### src/rtl/duck_sprite_blitter.sv
// Blits a 4-bit indexed duck sprite from ROM into the framebuffer. Transparent texels are
// skipped and texels off the right or bottom edge are clipped. Optional macro BLIT_FLIP_X_EN.
//
// state   | meaning
// S_IDLE  | waiting for start; pos/flip latched on accept
// S_RUN   | one ROM address issued per cycle, raster order
// S_DRAIN | last texel's ROM data arrives; final write
// S_DONE  | done pulse, busy still high
module duck_sprite_blitter #(
   parameter int         SPR_W           = 64,
   parameter int         SPR_H           = 64,
   parameter int         FB_W            = 320,
   parameter int         FB_H            = 240,
   parameter logic [3:0] TRANSPARENT_IDX = 4'h0
) (
   input  logic        i_vga_clk,
   input  logic        i_reset,
   input  logic        i_start,
   input  logic [9:0]  i_pos_x,
   input  logic [9:0]  i_pos_y,
`ifdef BLIT_FLIP_X_EN
   input  logic        i_flip_x,
`endif
   output logic        o_busy,
   output logic        o_done,
   output logic [11:0] o_rom_address,
   input  logic [3:0]  i_rom_q,
   output logic        o_fb_we,
   output logic [16:0] o_fb_addr,
   output logic [3:0]  o_fb_data
);

   localparam int SXW = (SPR_W > 1) ? $clog2(SPR_W) : 1;
   localparam int SYW = (SPR_H > 1) ? $clog2(SPR_H) : 1;
   localparam logic [SXW-1:0] SX_LAST = SXW'(SPR_W - 1);
   localparam logic [SYW-1:0] SY_LAST = SYW'(SPR_H - 1);

   typedef enum logic [1:0] {S_IDLE, S_RUN, S_DRAIN, S_DONE} state_t;

   state_t           r_state;
   state_t           w_next;
   logic [9:0]       r_pos_x;
   logic [9:0]       r_pos_y;
   logic [SXW-1:0]   r_sx;
   logic [SYW-1:0]   r_sy;
   logic             r_p_valid;
   logic             r_p_inb;
   logic [16:0]      r_fb_addr;
   logic             w_last;
   logic [10:0]      w_scr_x;
   logic [10:0]      w_scr_y;
   logic             w_in_bounds;
   logic [16:0]      w_fb_addr;
   logic [SXW-1:0]   w_rom_col;

   assign w_last      = (r_sx == SX_LAST) && (r_sy == SY_LAST);
   // 11-bit sums so a far-right position clips instead of wrapping back on screen
   assign w_scr_x     = {1'b0, r_pos_x} + 11'(r_sx);
   assign w_scr_y     = {1'b0, r_pos_y} + 11'(r_sy);
   assign w_in_bounds = (w_scr_x < 11'(FB_W)) && (w_scr_y < 11'(FB_H));
   assign w_fb_addr   = 17'(w_scr_y) * 17'(FB_W) + 17'(w_scr_x);

`ifdef BLIT_FLIP_X_EN
   logic r_flip;
   assign w_rom_col = r_flip ? (SX_LAST - r_sx) : r_sx;
`else
   assign w_rom_col = r_sx;
`endif

   assign o_rom_address = 12'(r_sy) * 12'(SPR_W) + 12'(w_rom_col);

   always_ff @(posedge i_vga_clk) begin
      if (i_reset) r_state <= S_IDLE;
      else         r_state <= w_next;
   end

   always_comb begin
      w_next = r_state;
      case (r_state)
         S_IDLE:  if (i_start) w_next = S_RUN;
         S_RUN:   if (w_last)  w_next = S_DRAIN;
         S_DRAIN: w_next = S_DONE;
         S_DONE:  w_next = S_IDLE;
         default: w_next = S_IDLE;
      endcase
   end

   always_comb begin
      o_busy = (r_state != S_IDLE);
      o_done = (r_state == S_DONE);
   end

   always_ff @(posedge i_vga_clk) begin
      if (i_reset) begin
         r_pos_x   <= '0;
         r_pos_y   <= '0;
         r_sx      <= '0;
         r_sy      <= '0;
         r_p_valid <= 1'b0;
         r_p_inb   <= 1'b0;
         r_fb_addr <= '0;
`ifdef BLIT_FLIP_X_EN
         r_flip    <= 1'b0;
`endif
      end else begin
         r_p_valid <= (r_state == S_RUN);
         if (r_state == S_IDLE && i_start) begin
            r_pos_x <= i_pos_x;
            r_pos_y <= i_pos_y;
            r_sx    <= '0;
            r_sy    <= '0;
`ifdef BLIT_FLIP_X_EN
            r_flip  <= i_flip_x;
`endif
         end
         if (r_state == S_RUN) begin
            r_p_inb   <= w_in_bounds;
            r_fb_addr <= w_fb_addr;
            if (r_sx == SX_LAST) begin
               r_sx <= '0;
               r_sy <= (r_sy == SY_LAST) ? '0 : r_sy + 1'b1;
            end else begin
               r_sx <= r_sx + 1'b1;
            end
         end
      end
   end

   // ROM data for the texel issued last cycle arrives now; write decision is made against it
   assign o_fb_we   = r_p_valid && r_p_inb && (i_rom_q != TRANSPARENT_IDX);
   assign o_fb_data = r_p_valid ? i_rom_q : 4'h0;
   assign o_fb_addr = r_fb_addr;

endmodule

### config.mk
export PLATFORM = sky130hd
export DESIGN_NAME = duck_sprite_blitter
export DESIGN_NICKNAME = d
export VERILOG_FILES = /design/src/rtl/duck_sprite_blitter.sv
export SDC_FILE = /design/constraint.sdc
export NUM_CORES = 1
export LEC_CHECK = 0
export ABC_AREA = 1
export CORE_ASPECT_RATIO = 0.75
export CORE_UTILIZATION = 45
export DETAILED_ROUTE_END_ITERATION = 6
export GPL_TIMING_DRIVEN = 0
export PLACE_DENSITY = 0.69
export SLEW_MARGIN = 20
export SYNTH_ARGS = -nofsm -noshare
export SYNTH_HDL_FRONTEND = slang
export SYNTH_SLANG_ARGS = --single-unit
### constraint.sdc
create_clock -name i_vga_clk -period 4.24 [get_ports i_vga_clk]
set_input_delay 0.636 -clock i_vga_clk [delete_from_list [all_inputs] [get_ports i_vga_clk]]
set_output_delay 0.636 -clock i_vga_clk [all_outputs]
set_load 0.01 [all_outputs]
==> results.md, run 1 <==
* Chip width at around 110 um
* Vias in the first global route at between 3000 and 4000
* Routability Congestion at just under 0.9
* Max VDD drop at 0.208 mV
* Pin count of the biggest net entering global routing at 18
* DRT iter0 DRCs at about 240
* Synth Register Bits at 53
* CP arrival at 4.11 ns
* Num CTS Buffers at 5
* Crit. Startpoint: r_sy[0]$_SDFF_PP0_
* Design Power at 2.36 mW
* Syn nets at around 630
* Setup TNS at 0 ns
* Clk buf depth at 2
* Full die area at 8900 um2
* Area of the core at 8060 um2
* Cells after Synth at 563
* Reg2reg start: r_sy[0]$_SDFF_PP0_
* Hold_ws at 0.489 ns
* Fmax at 255 MHz
* Sw frac at 42.3%
* Mapped cell area at 3830 um2
* Top post-synthesis cells by area: dfxtp_1, ha_1, nand2_1
* Slew headroom at slightly below 60%
* Fin util at 58.7%
* RSZ-0062 raised after global routing: no
* Worst-path clk slew at 0.07 ns
* Status: complete, no violations
* DP Wirelength at 7.75 mm
* Crit-path most repeated cell: inv_1
* Total Wirelength at 9.69 mm
* Die Ht at 81.9 um
* Area share of the largest cell type after synthesis at 27.7%
* R2R Setup Slk at 0.32 ns
* Total Routing Usage GR at 22.9%
* Setup WS pre-CTS at 0.331 ns
* Delay-heaviest family, CP: adder cells
* Port Buffers at just over 60
* Leak pwr at about 2.3 nW
* Post-route clock period utilization at between 90% and 100%
* Nets@finish at 700
* Minimum clock period after layout at between 3 and 4 ns
* Power per cell area at about 500 nW/um2
* Hold WC Path Type: reg -> reg
* Seq pwr share at 31.2%
* Setup Crit Path Kind: reg -> reg
* Critical path data required time at 4.43 ns
* Drt first pass iters at 5
* Worst R2R End: o_fb_addr[13]$_SDFFE_PP0P_
* DRC viols at 0
* GR Overflow Total at 0
* Worst R2R Path Depth at 18
* Syn Area/Cell at 6.81 um2
* Initial antenna violation count at 0
* Worst-Skew Late Latency at 0.29 ns
* CP Capture Point: o_fb_addr[13]$_SDFFE_PP0P_
* Root buf cell: clkbuf_16
* Seq/Total Area, Yosys at 27.7%
* Layout area overhead at 23.4%
* Worst Slack Setup Final at 0.321 ns
* Count of cell types in the netlist at 40
* Htree depth at 2
* DR WL/cell at roughly 13 um
* Fillers at 785
* Pint at around 1.4 mW
* Max incr delay on CP at 0.53 ns
* Post-CTS Setup Bufs at 0
* Clock power share at around 18%
* Post-CTS sizing at 0
* Max_cap viols at 0
* Startpoint types: register
* DR vias/cell at 5.02
* First-pass GRT wire length at 15.7 mm
* Combinational power share at 51.0%
* Num rows at 28
* CP Max Fanout at 6
* Slew Viols, Final at 0
* Vias at 3706
* Worst-Margin Slew at 0.635 ns
* Ports at 63
* WP depth at 18
* Final hold vios at 0
* Post-synth top area cell: dfxtp_1
* CP cell instances: ha_1 > inv_1 > fa_1 > inv_1 > nand3_1 > nand2_1 > xor2_1 > ha_1 > inv_1 > fa_1 > inv_1 > ha_1 > nand2_1 > o311ai_2 > nand2_2 > xor2_1 > o21ai_0 > inv_1
* Number of antenna-violating nets in the routed design at 0
* Share of cells above drive strength 1 at 6.48%
* Initial Utilization at 47.6%
* Final Setup Violations at 0
* CTS Sinks at 53
* Warnings, synthesis at 0
* Net Sw Power at 0.997 mW
* Skew final at around 0.0072 ns
* CTS tree: done
* Crit-path slowest cell: fa_1
* Hold buffers post-CTS at 0
* Worst Setup End Kind: register
* # diodes at 0
* Worst path bufs/invs at 5
[cell usage after synthesis]
| cell | count |
|---|---|
| nand2_1 | 111 |
| inv_1 | 85 |
| nor2_1 | 68 |
| dfxtp_1 | 53 |
| o21ai_0 | 44 |
| a21oi_1 | 37 |
| ha_1 | 37 |
| nand3_1 | 33 |
| nand2_2 | 12 |
| xor2_1 | 11 |
| clkbuf_1 | 10 |
| nand4_1 | 8 |
| xnor2_1 | 8 |
| nor3_1 | 6 |
| inv_2 | 5 |
| nand3_2 | 5 |
| fa_1 | 4 |
| a211oi_1 | 2 |
| a21o_1 | 2 |
| nor2_2 | 2 |
| a21oi_4 | 1 |
| a221oi_1 | 1 |
| a31oi_1 | 1 |
| a32oi_1 | 1 |
| and2_1 | 1 |
| buf_6 | 1 |
| clkbuf_8 | 1 |
| dlymetal6s2s_1 | 1 |
| nand3b_1 | 1 |
| nand3b_4 | 1 |
| nor2_4 | 1 |
| nor3_2 | 1 |
| nor4_1 | 1 |
| o211ai_1 | 1 |
| o21a_1 | 1 |
| o21ai_2 | 1 |
| o21bai_1 | 1 |
| o311ai_2 | 1 |
| or2_0 | 1 |
| or2_2 | 1 |
[layout by cell type (no fill, tap or decap), types with 2 or more instances in the layout]
cell type	count
ha_1	37
nand2_1	111
nor2_2	2
nor2_1	68
nand3_2	5
nor3_1	6
xor2_1	11
o21ai_0	44
clkdlybuf4s50_1	62
dfxtp_1	53
a21oi_1	37
fa_1	4
xnor2_1	8
clkbuf_1	10
nand4_1	8
a21o_1	2
nand3_1	33
a211oi_1	2
clkbuf_16	5
nand2_2	12
inv_2	5
inv_1	85
[worst min path at each step]
stage / start / end / slack [ns] / cells past startpoint
global route: r_p_inb$_SDFFE_PP0P_ / r_p_inb$_SDFFE_PP0P_ / 0.51 / 2
global placement: r_pos_y[3]$_SDFFE_PP0P_ / r_pos_y[3]$_SDFFE_PP0P_ / 0.47 / 2
finish: r_p_inb$_SDFFE_PP0P_ / r_p_inb$_SDFFE_PP0P_ / 0.49 / 2
detailed placement: r_p_inb$_SDFFE_PP0P_ / r_p_inb$_SDFFE_PP0P_ / 0.47 / 2
CTS: r_p_inb$_SDFFE_PP0P_ / r_p_inb$_SDFFE_PP0P_ / 0.48 / 2
floorplan: r_p_inb$_SDFFE_PP0P_ / r_p_inb$_SDFFE_PP0P_ / 0.44 / 2
[through the flow]
step,area [um2],cells
after floorplan,3830,563
after global placement,4590,730
after detailed placement,4590,730
after CTS,4730,738
after global routing,4730,738
final,4730,738
[final cells by class]
| cell class | count | area [um2] | area share (%) |
|---|---|---|---|
| Multi-Input combinational cell | 407 | 2360 | 49.9 |
| Clock buffer | 5 | 125 | 2.64 |
| Tap cell | 105 | 131 | 2.78 |
| Inverter | 90 | 338 | 7.14 |
| Sequential cell | 53 | 1060 | 22.4 |
| Buffer | 13 | 75.1 | 1.59 |
| Clock inverter | 3 | 21.3 | 0.449 |
| Timing Repair Buffer | 62 | 621 | 13.1 |
[metal layers]
| metal | global-route usage [%] | share of wire [%] |
|---|---|---|
| met4 | 4.59 | 1.2 |
| met1 | 34.3 | 53 |
| met2 | 34.2 | 40 |
| met3 | 3.65 | 5.9 |
| met5 | 0 | 0 |
[flip-flops by register name (all words and copies together), names as in the netlist]
register and cells:
o_fb_addr 17, r_pos_x 10, r_pos_y 10, r_sx 6, r_sy 6, r_state 2
r_p_inb 1, r_p_valid 1
[cell families (layout without fill, tap and decap cells)]
kind of cell | Yosys count | in the layout | share of synthesized area [%]
AND/OR/NAND/NOR | 253 | 253 | 29.4
buffers and inverters | 103 | 173 | 10.8
flip-flops | 53 | 53 | 27.7
adder cells (fa/ha/maj) | 41 | 41 | 14.2
XOR/XNOR | 19 | 19 | 4.34
AO/OA/AOI/OAI | 94 | 94 | 13.6
[power groups by stage]
stage / Combinational (mW) / Clock, mW / Sequential (mW)
after floorplan: 0.769 / 0 / 0.754
after detailed placement: 1.19 / 0 / 0.746
final: 1.20 / 0.419 / 0.736
after CTS: 1.20 / 0.423 / 0.735
after global placement: 1.17 / 0 / 0.740
after global routing: 1.36 / 0.444 / 0.753
[worst min-delay path: cells and delay by family (launching register included)]
family,cells,cell delay [ns]
simple gates,1,0.06
compound gates,1,0.05
flops,1,0.33
No activity file was read; power rests on OpenSTA's default activity.
==> run 2: changes to the inputs <==
--- a/config.mk
+++ b/config.mk
@@ -7,10 +7,12 @@
 export LEC_CHECK = 0
 export ABC_AREA = 1
 export CORE_ASPECT_RATIO = 0.75
-export CORE_UTILIZATION = 45
+export CORE_MARGIN = 1.5
+export CORE_UTILIZATION = 53
+export CTS_CLUSTER_SIZE = 12
 export DETAILED_ROUTE_END_ITERATION = 6
 export GPL_TIMING_DRIVEN = 0
-export PLACE_DENSITY = 0.69
+export PLACE_DENSITY = 0.79
 export SLEW_MARGIN = 20
 export SYNTH_ARGS = -nofsm -noshare
 export SYNTH_HDL_FRONTEND = slang
==> results.md, run 2 (synthesized netlist as in run 1, its figures left out) <==
* Status: complete, no violations
* GR Overflow Total at 0 (unchanged)
* Full die area at 7760 um2 (-13%)
* Die Ht at 76.7 um (-6.4%)
* Nets@finish at 700 (unchanged)
* Root buf cell: clkbuf_8
* Power per cell area at 482 nW/um2 (-3.3%)
* Worst-Skew Late Latency at 0.31 ns (+0.02 ns)
* Htree depth at 2 (unchanged)
* Worst Setup End Kind: register
* Fmax at 256 MHz (+0.25%)
* Minimum clock period after layout at 3.91 ns (-0.00977 ns)
* Area of the core at 6900 um2 (-14%)
* Net Sw Power at 0.977 mW (-1.9%)
* # diodes at 0 (unchanged)
* Crit-path slowest cell: fa_1
* CTS Sinks at 53 (unchanged)
* Max_cap viols at 0 (unchanged)
* WL met2 at 4.18 mm (+7.7%)
* Layout area overhead at 21.9%
* Startpoint types: register
* CP Max Fanout at 6 (unchanged)
* Sw frac at 43.4% (+1.1 points)
* Fin util at 67.8% (+9.0 points)
* Seq pwr share at 32.8% (+1.6 points)
* Commonest non-fill, non-tap cell in the layout: nand2_1
* Met3 routed WL at 637 um (+11%)
* Clk buf depth at 2 (unchanged)
* Clock power share at 13.4% (-4.4 points)
* Met1 WL at 4.75 mm (-7.0%)
* Worst-path clk slew at 0.10 ns (+0.03 ns)
* Setup Crit Path Kind: reg -> reg
* Cell Count, Final, Fillers Out at 731 (-0.95%)
* DR WL/cell at 13.2 um (+0.79%)
* Hold buffers post-CTS at 0 (unchanged)
* DR vias/cell at 5.22 (+4.0%)
* Fillers at 639 (-19%)
* Pint at 1.27 mW (-6.4%)
* Share of cells above drive strength 1 at 6.48% (unchanged)
* CP arrival at 4.10 ns (about the same)
* Final Setup Violations at 0 (unchanged)
* Num rows at 26 (-7.1%)
* Post-route clock period utilization at 92.2% (-0.23 points)
* Num CTS Buffers at 5 (unchanged)
* Vias in the first global route at 3628 (+12%)
* Critical path data required time at 4.43 ns (about the same)
* Pin count of the biggest net entering global routing at 17 (-1)
* First-pass GRT wire length at 16.4 mm (+4.5%)
* Crit-path most repeated cell: inv_1
* Placed Cells at 723 (-0.96%)
* Cell area after layout at 4670 um2 (-1.2%)
* Final hold vios at 0 (unchanged)
* Chip width at 101 um (-6.8%)
* Slew headroom at 54.9% (-2.8 points)
* Total Wirelength at 9.67 mm (-0.17%)
* Post-CTS sizing at 0 (unchanged)
* Combinational power share at 53.8% (+2.8 points)
* Max reg flops at 17 (unchanged)
* Initial Utilization at 55.6% (+8.0 points)
* CP cell instances: ha_1 > inv_1 > fa_1 > inv_1 > nand3_1 > nand2_1 > xor2_1 > ha_1 > inv_1 > fa_1 > inv_1 > ha_1 > nand2_1 > o311ai_2 > nand2_2 > xor2_1 > o21ai_0 > inv_1
* Initial antenna violation count at 0 (unchanged)
* Slew Viols, Final at 0 (unchanged)
* Routability Congestion at 0.917 (+2.8%)
* Worst-Margin Slew at 0.677 ns (+0.0424 ns)
* R2R Setup Slk at 0.33 ns (about the same)
* DRC viols at 0 (unchanged)
* Skew final at 0.0158 ns (+0.00857 ns)
* Commonest non-fill, non-tap cells in the layout: nand2_1, inv_1, nor2_1, clkdlybuf4s50_1, dfxtp_1
* Max incr delay on CP at 0.52 ns (about the same)
* CTS tree: done
* Cell Area, Placed at 4580 um2 (-0.19%)
* Max VDD drop at 0.221 mV (+6.2%)
* DRT iter0 DRCs at 241 (-0.82%)
* RSZ-0062 raised after global routing: no
* Setup TNS at 0 ns (unchanged)
* Port Buffers at 62 (unchanged)
* Post-CTS Setup Bufs at 0 (unchanged)
* Ports at 63 (unchanged)
* Hold WC Path Type: reg -> reg
* Total Routing Usage GR at 26.0% (+3.1 points)
* Vias at 3818 (+3.0%)
* Leak pwr at 2.29 nW (-0.82%)
* Uppermost layer routed: met4
* Drt first pass iters at 7 (+2)
* Number of antenna-violating nets in the routed design at 0 (unchanged)
* DP Wirelength at 7.68 mm (-0.87%)
run 2: changes by cell type in the layout (fill, tap and decap cells not counted):
cell,delta
clkbuf_8,+6
inv_6,-1
clkinvlp_4,-1
clkbuf_16,-5
clkinv_4,+1
run 2: power groups by stage:
| stage | Clock [mW] | Combinational (mW) | Sequential, mW |
|---|---|---|---|
| finish | 0.302 | 1.21 | 0.739 |
| global route | 0.323 | 1.36 | 0.754 |
| CTS | 0.306 | 1.20 | 0.736 |
| detailed placement | 0 | 1.19 | 0.748 |
| global placement | 0 | 1.15 | 0.739 |
| floorplan | 0 | 0.769 | 0.754 |
run 2: layout make-up:
class	instances	area (um2)	area share [%]
Timing Repair Buffer	62	621	13.3
Multi-Input combinational cell	407	2360	50.5
Sequential cell	53	1060	22.7
Inverter	90	338	7.23
Clock inverter	2	13.8	0.294
Clock buffer	6	82.6	1.77
Tap cell	98	123	2.62
Buffer	13	75.1	1.61
run 2: worst paths after layout:
path                                                   end  cells after the start                  from
worst min register to register        r_p_inb$_SDFFE_PP0P_                      2  r_p_inb$_SDFFE_PP0P_
worst min-delay path                  r_p_inb$_SDFFE_PP0P_                      2  r_p_inb$_SDFFE_PP0P_
worst max register to register  o_fb_addr[13]$_SDFFE_PP0P_                     18    r_sy[0]$_SDFF_PP0_
worst max-delay path            o_fb_addr[13]$_SDFFE_PP0P_                     18    r_sy[0]$_SDFF_PP0_
run 2: stage by stage:
stage	power (mW)	setup slack (ns)	hold slack (ns)
after floorplan	1.52	0.713	0.445
after detailed placement	1.94	0.333	0.480
final	2.25	0.331	0.494
after CTS	2.25	0.316	0.496
after global placement	1.89	0.435	0.468
after global routing	2.44	0.0912	0.519
run 2: metal layers:
| layer | track usage [%] | vias up |
|---|---|---|
| li1 | - | 1939 |
| met5 | 0 | - |
| met3 | 3.65 | 10 |
| met2 | 42.3 | 166 |
| met1 | 36.7 | 1703 |
| met4 | 5.42 | 0 |
run 2: worst max-delay path, delay by kind of cell (launching register included):
| family | cells | cell delay (ns) |
|---|---|---|
| DFF | 1 | 0.45 |
| xor gates and xnor gates | 2 | 0.44 |
| AOI/OAI and AO/OA | 2 | 0.48 |
| buffers and inverters | 5 | 0.30 |
| adders and majority gates | 5 | 1.72 |
| and+or+nand+nor | 4 | 0.38 |
